===== config.mk =====
export PLATFORM = sky130hd
export DESIGN_NAME = wb_write_arbiter_flat
export DESIGN_NICKNAME = d
export VERILOG_FILES = /design/src/rtl/wb_write_arbiter_if.sv /design/src/rtl/wb_write_arbiter.sv /design/src/flat_wrapper.sv
export SDC_FILE = /design/constraint.sdc
export NUM_CORES = 1
export LEC_CHECK = 0
export BUFFER_PORTS_ARGS = -buffer_cell sky130_fd_sc_hd__buf_2
export CORE_ASPECT_RATIO = 0.7
export CORE_MARGIN = 5
export CORE_UTILIZATION = 25
export DETAILED_ROUTE_END_ITERATION = 12
export PLACE_DENSITY = 0.55
export SLEW_MARGIN = 15
export SYNTH_ARGS = -nofsm -noshare
export SYNTH_HDL_FRONTEND = slang
export SYNTH_SLANG_ARGS = --single-unit
export TNS_END_PERCENT = 5

===== constraint.sdc =====
create_clock -name clk -period 5.8 [get_ports clk]
set_clock_uncertainty 0.1 [all_clocks]
set_input_delay 0.58 -clock clk [delete_from_list [all_inputs] [get_ports clk]]
set_output_delay 0.58 -clock clk [all_outputs]
set_load 0.02 [all_outputs]

===== src/rtl/wb_write_arbiter_if.sv =====
// Writeback bus between the ALU/memory writeback sources and the register-file write port.
// The arbiter takes the slave side; the producer/consumer environment takes the master side.
interface wb_write_arbiter_if #(
  parameter int unsigned DATA_W = 16
);
  logic              alu_wr_en;
  logic [3:0]        alu_reg;
  logic [DATA_W-1:0] alu_data;
  logic              mem_wr_valid;
  logic              mem_wr_ready;
  logic [3:0]        mem_reg;
  logic [DATA_W-1:0] mem_data;
  logic              wr_en;
  logic [3:0]        wr_reg;
  logic [DATA_W-1:0] wr_data;
  logic [15:0]       mem_pending;

  modport master (
    output alu_wr_en, alu_reg, alu_data,
    output mem_wr_valid, mem_reg, mem_data,
    input  mem_wr_ready,
    input  wr_en, wr_reg, wr_data, mem_pending
  );

  modport slave (
    input  alu_wr_en, alu_reg, alu_data,
    input  mem_wr_valid, mem_reg, mem_data,
    output mem_wr_ready,
    output wr_en, wr_reg, wr_data, mem_pending
  );
endinterface


===== src/rtl/wb_write_arbiter.sv =====
// Merges ALU and memory writebacks onto the single register-file write port.
// Losing memory writes wait in a 2-entry FIFO; an ALU write retires older queued writes to the same register.
module wb_write_arbiter #(
  parameter int unsigned DATA_W = 16
) (
  input logic             clk,
  input logic             rst,
  wb_write_arbiter_if.slave bus
);

  logic              ent_live [2];
  logic [3:0]        ent_reg  [2];
  logic [DATA_W-1:0] ent_data [2];
  logic              head;
  logic              tail;
  logic [1:0]        count;

  logic              out_en;
  logic [3:0]        out_reg;
  logic [DATA_W-1:0] out_data;

  logic              ready;
  logic              accept;
  logic              alu_hit;
  logic              mem_nz;
  logic              fifo_ne;
  logic              do_pop;
  logic              do_bypass;
  logic              do_push;
  logic              push_live;
  logic [1:0]        ent_valid;
  logic [15:0]       pending;

  // Full FIFO never pushes in a pop cycle: ready depends on count alone.
  assign ready     = ~rst & (count < 2'd2);
  assign accept    = bus.mem_wr_valid & ready;
  assign alu_hit   = bus.alu_wr_en & (bus.alu_reg != 4'd0);
  assign mem_nz    = bus.mem_reg != 4'd0;
  assign fifo_ne   = count != 2'd0;
  assign do_pop    = ~alu_hit & fifo_ne;
  assign do_bypass = ~alu_hit & ~fifo_ne & accept & mem_nz;
  assign do_push   = accept & mem_nz & ~do_bypass;
  // The ALU write is younger, so a same-register memory write arriving with it is already stale.
  assign push_live = ~(alu_hit & (bus.alu_reg == bus.mem_reg));

  always_comb begin
    ent_valid = '0;
    for (int unsigned i = 0; i < 2; i++) begin
      ent_valid[i] = (count == 2'd2) || ((count == 2'd1) && (head == i[0]));
    end
  end

  always_comb begin
    pending = '0;
    for (int unsigned i = 0; i < 2; i++) begin
      if (ent_valid[i] && ent_live[i]) begin
        pending[ent_reg[i]] = 1'b1;
      end
    end
  end

  always_ff @(posedge clk) begin
    if (rst) begin
      head     <= 1'b0;
      tail     <= 1'b0;
      count    <= '0;
      out_en   <= 1'b0;
      out_reg  <= '0;
      out_data <= '0;
      for (int unsigned i = 0; i < 2; i++) begin
        ent_live[i] <= 1'b0;
        ent_reg[i]  <= '0;
        ent_data[i] <= '0;
      end
    end else begin
      if (alu_hit) begin
        for (int unsigned i = 0; i < 2; i++) begin
          if (ent_reg[i] == bus.alu_reg) begin
            ent_live[i] <= 1'b0;
          end
        end
      end

      if (alu_hit) begin
        out_en   <= 1'b1;
        out_reg  <= bus.alu_reg;
        out_data <= bus.alu_data;
      end else if (do_pop) begin
        // A killed entry drains as a bubble and leaves the last write on the port untouched.
        out_en <= ent_live[head];
        if (ent_live[head]) begin
          out_reg  <= ent_reg[head];
          out_data <= ent_data[head];
        end
      end else if (do_bypass) begin
        out_en   <= 1'b1;
        out_reg  <= bus.mem_reg;
        out_data <= bus.mem_data;
      end else begin
        out_en <= 1'b0;
      end

      if (do_push) begin
        ent_live[tail] <= push_live;
        ent_reg[tail]  <= bus.mem_reg;
        ent_data[tail] <= bus.mem_data;
        tail           <= ~tail;
      end
      if (do_pop) begin
        head <= ~head;
      end

      if (do_push && !do_pop) begin
        count <= count + 2'd1;
      end else if (do_pop && !do_push) begin
        count <= count - 2'd1;
      end
    end
  end

  assign bus.mem_wr_ready = ready;
  assign bus.wr_en        = out_en;
  assign bus.wr_reg       = out_reg;
  assign bus.wr_data      = out_data;
  assign bus.mem_pending  = pending;

endmodule


===== src/flat_wrapper.sv =====
// flat-port wrapper written by rule: the top's interface ports become plain ports
module wb_write_arbiter_flat 
#(
  parameter int unsigned DATA_W = 16
)
  (clk, rst, bus_alu_wr_en, bus_alu_reg, bus_alu_data, bus_mem_wr_valid, bus_mem_reg, bus_mem_data, bus_mem_wr_ready, bus_wr_en, bus_wr_reg, bus_wr_data, bus_mem_pending);
  wb_write_arbiter_if #(.DATA_W(DATA_W)) bus_i ();
  input logic clk;
  input logic rst;
  input wire logic [$bits(bus_i.alu_wr_en)-1:0] bus_alu_wr_en;
  input wire logic [$bits(bus_i.alu_reg)-1:0] bus_alu_reg;
  input wire logic [$bits(bus_i.alu_data)-1:0] bus_alu_data;
  input wire logic [$bits(bus_i.mem_wr_valid)-1:0] bus_mem_wr_valid;
  input wire logic [$bits(bus_i.mem_reg)-1:0] bus_mem_reg;
  input wire logic [$bits(bus_i.mem_data)-1:0] bus_mem_data;
  output wire logic [$bits(bus_i.mem_wr_ready)-1:0] bus_mem_wr_ready;
  output wire logic [$bits(bus_i.wr_en)-1:0] bus_wr_en;
  output wire logic [$bits(bus_i.wr_reg)-1:0] bus_wr_reg;
  output wire logic [$bits(bus_i.wr_data)-1:0] bus_wr_data;
  output wire logic [$bits(bus_i.mem_pending)-1:0] bus_mem_pending;
  assign bus_i.alu_wr_en = bus_alu_wr_en;
  assign bus_i.alu_reg = bus_alu_reg;
  assign bus_i.alu_data = bus_alu_data;
  assign bus_i.mem_wr_valid = bus_mem_wr_valid;
  assign bus_i.mem_reg = bus_mem_reg;
  assign bus_i.mem_data = bus_mem_data;
  assign bus_mem_wr_ready = bus_i.mem_wr_ready;
  assign bus_wr_en = bus_i.wr_en;
  assign bus_wr_reg = bus_i.wr_reg;
  assign bus_wr_data = bus_i.wr_data;
  assign bus_mem_pending = bus_i.mem_pending;
  wb_write_arbiter #(.DATA_W(DATA_W)) u_core (.clk(clk), .rst(rst), .bus(bus_i));
endmodule

==> flow_summary_export.csv, run 1 <==
group,metric,value,unit
critical_path,crit_fanout,25,
clock_network,postCtsSetupBuffers,0,
placed_design,pre_cts_slack,2.21,ns
floorplanning,dieArea,17300,sq um
layout,diodes,0,
hold_path,hold-path-cell-count,2,
clock_network,clock_sinks,68,
yosys,synthCells,315,
timing,hold_violations,0,
floorplanning,coreArea,14600,sq um
timing,slew_violations,0,
yosys,ys_top_cells_by_area,"edfxtp_1 34%, dfxtp_1 14%, mux2_2 7.3%",
layout,largest_reg_flops,32,
yosys,synth.largest_area_cell,"edfxtp_1",
hold_path,worstHoldStart,"bus_alu_data[4]",
yosys,synth-seq-area-share,0.483,
placed_design,place_congestion,0.831,
timing,fin_crit_sh,0.570,
yosys,synth.top_cells.by_count,"42 x edfxtp_1, 26 x dfxtp_1, 24 x mux2_2",
global_routing,grt.total_usage,0.113,
flow_run,cap_violations,0,
timing,grt_setup_unrepaired,"no",
routing,finalWirelength,9920,um
yosys,async_flop_share,0,
clock_network,hold_buffers,0,
clock_network,cts-buffers-inserted,9,
power,pwr_density_cell,398,nW/um^2
clock_network,clkTransAtPathRegs,0.06,ns
routing,drt-initial-drc-count,142,
routing,via_per_inst,4.68,
floorplanning,die_y,112,um
critical_path,crit_path_start_kind,"flip-flop",
global_routing,antenna_found_initial,0,
critical_path,cp-end-kind,"flip-flop",
floorplanning,start_util,0.253,
routing,wl_per_cell,17.0,um
yosys,syn_avg_cell_area,11.7,sq um
global_routing,grt_pass1_wl,15700,um
critical_path,path_class,"reg2reg",
critical_path,rrSetupSlack,2.50,ns
clock_network,cts-root-buf,"clkbuf_16",
routing,ant_nets,0,
floorplanning,rows,37,
yosys,synth-edff-count,42,
routing,vias,2729,
floorplanning,io_pins,82,
timing,fmax,0.303,GHz
timing,worst_pin_slew,1.07,ns
global_routing,grt-ovfl-total,0,
routing,drtPass1Iterations,4,
yosys,synth-main-ff-cell,"edfxtp_1",
timing,maxSlewHeadroom,0.288,
critical_path,r2r-end,"u_core.ent_data[0][11]",
hold_path,min_delay_worst_endpoint,"u_core.bus.wr_data[4]",
placed_design,port_buffers,81,
clock_network,post_cts_resized,0,
yosys,synth-seq-cells,68,
critical_path,crit_required,5.66,ns
routing,drc,0,
clock_network,h-tree-depth,3,
hold_path,hold_class,"in2reg",
layout,drive_gt1_frac,0.361,
global_routing,grt_max_degree,26,
yosys,synth.most_common_cell,"edfxtp_1",
placed_design,dp_hpwl,7140,um
floorplanning,die_w,155,um
yosys,synth_top_area_share,0.342,
critical_path,reg2reg_depth,6,
run_status,status,"completed",
critical_path,arrival,3.17,ns
yosys,synthesis.nets,363,
global_routing,grt_pass1_vias,2921,
timing,fin_tns_setup,0,ns
power,p_leak,1.90,nW
timing,setup_viol,0,
clock_network,tritoncts,"done",
yosys,ys_types,48,
yosys,syn_area,3690,sq um
layout,final_nets,431,
layout,area_delta_synth_final,20.7,%
power,worst_ir_drop_vdd,0.160,mV
clock_network,clock_latency,0.33,ns
timing,fin_ws,2.50,ns
clock_network,clockBufferDepth,2,
timing,min_period,3.30,ns
critical_path,timing.rr.start,"u_core.count[1]",
yosys,yosys_warnings,0,
==> critical path, stage by stage (launching register included) <==
cell and delay [ns]:
dfxtp_1 0.40, inv_1 0.09, ha_1 0.18, buf_4 0.26
a211oi_4 0.86, nor2b_4 0.53, or2_2 0.51
==> cells in the final DEF, fill, tap and decap left out, drive strengths merged, types with 3 or more instances in the layout <==
master | synthesis | routed
a211oi | 5 | 5
a21oi | 3 | 3
a221o | 16 | 16
and2 | 21 | 21
and3 | 20 | 20
buf | 10 | 82
clkbuf | 15 | 10
clkinv | 0 | 4
dfxtp | 26 | 26
edfxtp | 42 | 42
ha | 4 | 4
inv | 4 | 4
mux2 | 24 | 24
mux2i | 17 | 17
nand2 | 5 | 5
nand2b | 5 | 5
nand3 | 7 | 7
nor2 | 9 | 9
nor2b | 5 | 5
nor3 | 21 | 21
nor4 | 3 | 3
o21ai | 4 | 4
o22ai | 13 | 13
o32ai | 4 | 4
or2 | 4 | 4
xnor2 | 3 | 3
xor2 | 13 | 13
==> metrics by stage <==
step	cells	cell area [sq um]	hold WS, ns	util	total power [mW]
2_1_floorplan	315	3690	0.407	-	1.12
3_3_place_gp	567	4160	0.369	0.285	1.23
3_5_place_dp	567	4160	0.366	0.285	1.24
4_1_cts	583	4450	0.361	0.305	1.79
5_1_grt	583	4450	0.357	0.305	1.87
6_report	583	4450	0.377	0.305	1.77
==> final cells by class <==
type                    count  area (sq um)
well taps                 195           244
flip-flops and latches     68          1780
multi-input cells         218          1710
inverters                   4          15.0
clock buffers              10           229
fillers                  1516         10100
repair buffers             82           413
clock inverters             6          65.1
==> logic make-up after synthesis <==
group,after synthesis,synth area share
fa+ha+maj,4,0.0136
xor+xnor,16,0.0380
simple gates,106,0.172
compound gates,51,0.120
buf+inv,29,0.0546
mux,41,0.119
flops,68,0.483
==> worst max-delay path by stage <==
stage | start | end | slack, ns | depth (start not counted)
3_5_place_dp | rst | u_core.ent_data[0][11] | 2.21 | 5
4_1_cts | u_core.count[1] | u_core.ent_data[0][13] | 2.44 | 6
2_1_floorplan | bus_alu_reg[0] | u_core.ent_data[1][0] | 3.36 | 5
3_3_place_gp | rst | u_core.ent_reg[0][0] | 2.31 | 5
6_report | u_core.count[1] | u_core.ent_data[0][11] | 2.50 | 6
5_1_grt | u_core.count[1] | u_core.ent_data[0][11] | 2.23 | 6
==> routing by layer <==
layer | vias up | track usage | part of all wire
met5 | - | 0 | 0
met4 | 0 | 0.0187 | 0.0036
met3 | 4 | 0.0431 | 0.063
met2 | 79 | 0.173 | 0.45
met1 | 1319 | 0.155 | 0.48
li1 | 1327 | - | -
==> report_power, final <==
part / total, mW / switching (mW) / internal, mW / leakage [nW]
Sequential: 0.675 / 0.0783 / 0.597 / 0.652
Clock: 0.541 / 0.208 / 0.333 / 0.142
Combinational: 0.559 / 0.313 / 0.245 / 1.11
No activity file was read; power rests on OpenSTA's default activity.
==> inputs of run 2 (changes only) <==
- ABC_AREA: unset -> 1
- PLACE_DENSITY: 0.55 -> 0.56
- clock period: 5.8 -> 2.84 ns (I/O delays scaled with it)
==> flow_summary_export.csv, run 2 <==
group,metric,value,unit
yosys,async_flop_share,0,
yosys,synthesis.nets,580,
routing,drc,0,
timing,whs,0.101,ns
clock_network,clkTransAtPathRegs,0.06,ns
routing,ant_nets,0,
routing,drt-initial-drc-count,238,
routing,vias,3496,
routing,finalWirelength,11100,um
timing,fmax,0.420,GHz
yosys,synth_top_area_share,0.316,
layout,final_common_cell,"nand2_1",
global_routing,grt-ovfl-total,0,
routing,drtPass1Iterations,4,
yosys,syn_area,3990,sq um
layout,drive_gt1_frac,0.201,
critical_path,rrSetupSlack,0.80,ns
critical_path,reg2reg_depth,8,
timing,fin_crit_sh,0.839,
power,p_int,2.73,mW
yosys,synth.top_cells.by_count,"109 x nand2_1, 97 x nor2_1, 76 x inv_1",
floorplanning,rows,38,
clock_network,clockBufferDepth,2,
global_routing,grt_max_degree,46,
clock_network,post_cts_resized,0,
timing,fin_tns_setup,0,ns
power,p_sw_frac,0.371,
critical_path,crit_fanout,5,
layout,layout_common_cells,"109 x nand2_1, 97 x nor2_1, 81 x buf_2",
critical_path,slowest_stage,"nor3_1",
critical_path,arrival,2.00,ns
layout,final_nets,651,
yosys,synthCells,532,
timing,min_period,2.38,ns
floorplanning,die_w,161,um
floorplanning,io_pins,82,
floorplanning,die_y,116,um
critical_path,slowest_delay,0.35,ns
clock_network,tritoncts,"done",
yosys,syn_avg_cell_area,7.50,sq um
routing,via_per_inst,4.33,
clock_network,clock_sinks,68,
yosys,synth-seq-cells,68,
timing,hold_violations,0,
yosys,synth-edff-count,42,
critical_path,crit_required,2.46,ns
timing,slew_violations,0,
clock_network,clock_latency,0.33,ns
global_routing,grt_pass1_wl,18300,um
clock_network,h-tree-depth,3,
placed_design,dp_hpwl,8040,um
yosys,synth-main-ff-cell,"edfxtp_1",
yosys,ys_types,28,
flow_run,cap_violations,0,
critical_path,crit_top_cell,"nand2_1",
power,pwr_density_cell,890,nW/um^2
timing,worst_pin_slew,0.463,ns
power,p_leak,2.28,nW
yosys,yosys_warnings,0,
floorplanning,start_util,0.256,
hold_path,hold-path-cell-count,2,
placed_design,port_buffers,81,
yosys,synth-seq-area-share,0.447,
yosys,synth.most_common_cell,"nand2_1",
power,p_switching,1.61,mW
critical_path,cp_cell_sequence,"inv_1 > ha_1 > nand2_1 > nand2_1 > nand2_1 > nor3_1 > nand3_1 > o21ai_0 > buf_2",
timing,setup_viol,0,
layout,largest_reg_flops,32,
power,p_seq_frac,0.323,
global_routing,grt.total_usage,0.123,
timing,grt_setup_unrepaired,"no",
layout,diodes,0,
floorplanning,coreArea,15600,sq um
power,worst_ir_drop_vdd,0.453,mV
critical_path,crit_path_start_kind,"flip-flop",
clock_network,postCtsSetupBuffers,0,
clock_network,cts-root-buf,"clkbuf_16",
critical_path,path_class,"reg2out",
layout,area_delta_synth_final,22.2,%
timing,maxSlewHeadroom,0.691,
run_status,status,"completed",
global_routing,grt_pass1_vias,3432,
yosys,synth.largest_area_cell,"edfxtp_1",
global_routing,antenna_found_initial,0,
hold_path,hold_class,"in2reg",
placed_design,place_congestion,0.830,
critical_path,cp-end-kind,"output port",
routing,wl_per_cell,13.8,um
power,power_frac_clock,0.324,
clock_network,hold_buffers,0,
yosys,ys_top_cells_by_area,"edfxtp_1 32%, dfxtp_1 13%, nand2_1 10%",
floorplanning,dieArea,18600,sq um
power,comb_power_share,0.353,
clock_network,cts-buffers-inserted,9,
-- run 2: layer usage --
metal / vias to the layer above / track usage / part of all wire
li1: 1816 / - / -
met1: 1543 / 0.178 / 0.51
met2: 132 / 0.181 / 0.40
met3: 5 / 0.0402 / 0.084
met4: 0 / 0.0250 / 0.0039
met5: - / 0 / 0
-- run 2: layout make-up --
type	instances	area [sq um]
clock buffers	10	239
repair buffers	89	465
well taps	200	250
inverters	78	295
clock inverters	6	134
flip-flops and latches	68	1780
multi-input cells	357	1710
fillers	1686	10700
-- run 2: metrics by stage --
stage	instance area, sq um	setup slack, ns	util	cells	power (mW)
floorplan	3990	0.767	-	532	2.57
global placement	4500	0.754	0.289	792	2.95
detailed placement	4500	0.704	0.289	792	2.96
CTS	4870	0.448	0.313	808	4.40
global route	4870	0.167	0.313	808	4.65
finish	4870	0.457	0.313	808	4.34
-- run 2: final timing paths --
check                        start                    end
max                u_core.count[1]    bus_mem_pending[11]
min                            rst       u_core.bus.wr_en
max reg2reg        u_core.count[0]  u_core.bus.wr_data[3]
min reg2reg  u_core.bus.wr_data[0]  u_core.bus.wr_data[0]
-- run 2: critical path: cells and delay by family (launching register included) --
family	cells	cell delay [ns]
AND/OR/NAND/NOR	5	0.71
buffers and inverters	2	0.34
flip-flops	1	0.31
adder cells (fa/ha/maj)	1	0.19
AO/OA/AOI/OAI	1	0.11
-- run 2: cells by family (layout without fill, tap and decap cells) --
family,after synthesis,after routing,share of synthesized area
DFF,68,68,0.447
AOI/OAI and AO/OA,44,44,0.0580
xor gates and xnor gates,14,14,0.0307
adders and majority gates,4,4,0.0125
buffers and inverters,107,183,0.125
and+or+nand+nor,295,295,0.327
-- run 2: power by group through the flow --
stage / clock, mW / combinational, mW / sequential [mW]
2_1_floorplan: 0 / 1.01 / 1.56
3_3_place_gp: 0 / 1.53 / 1.42
3_5_place_dp: 0 / 1.54 / 1.42
4_1_cts: 1.44 / 1.55 / 1.40
5_1_grt: 1.47 / 1.74 / 1.43
6_report: 1.40 / 1.53 / 1.40
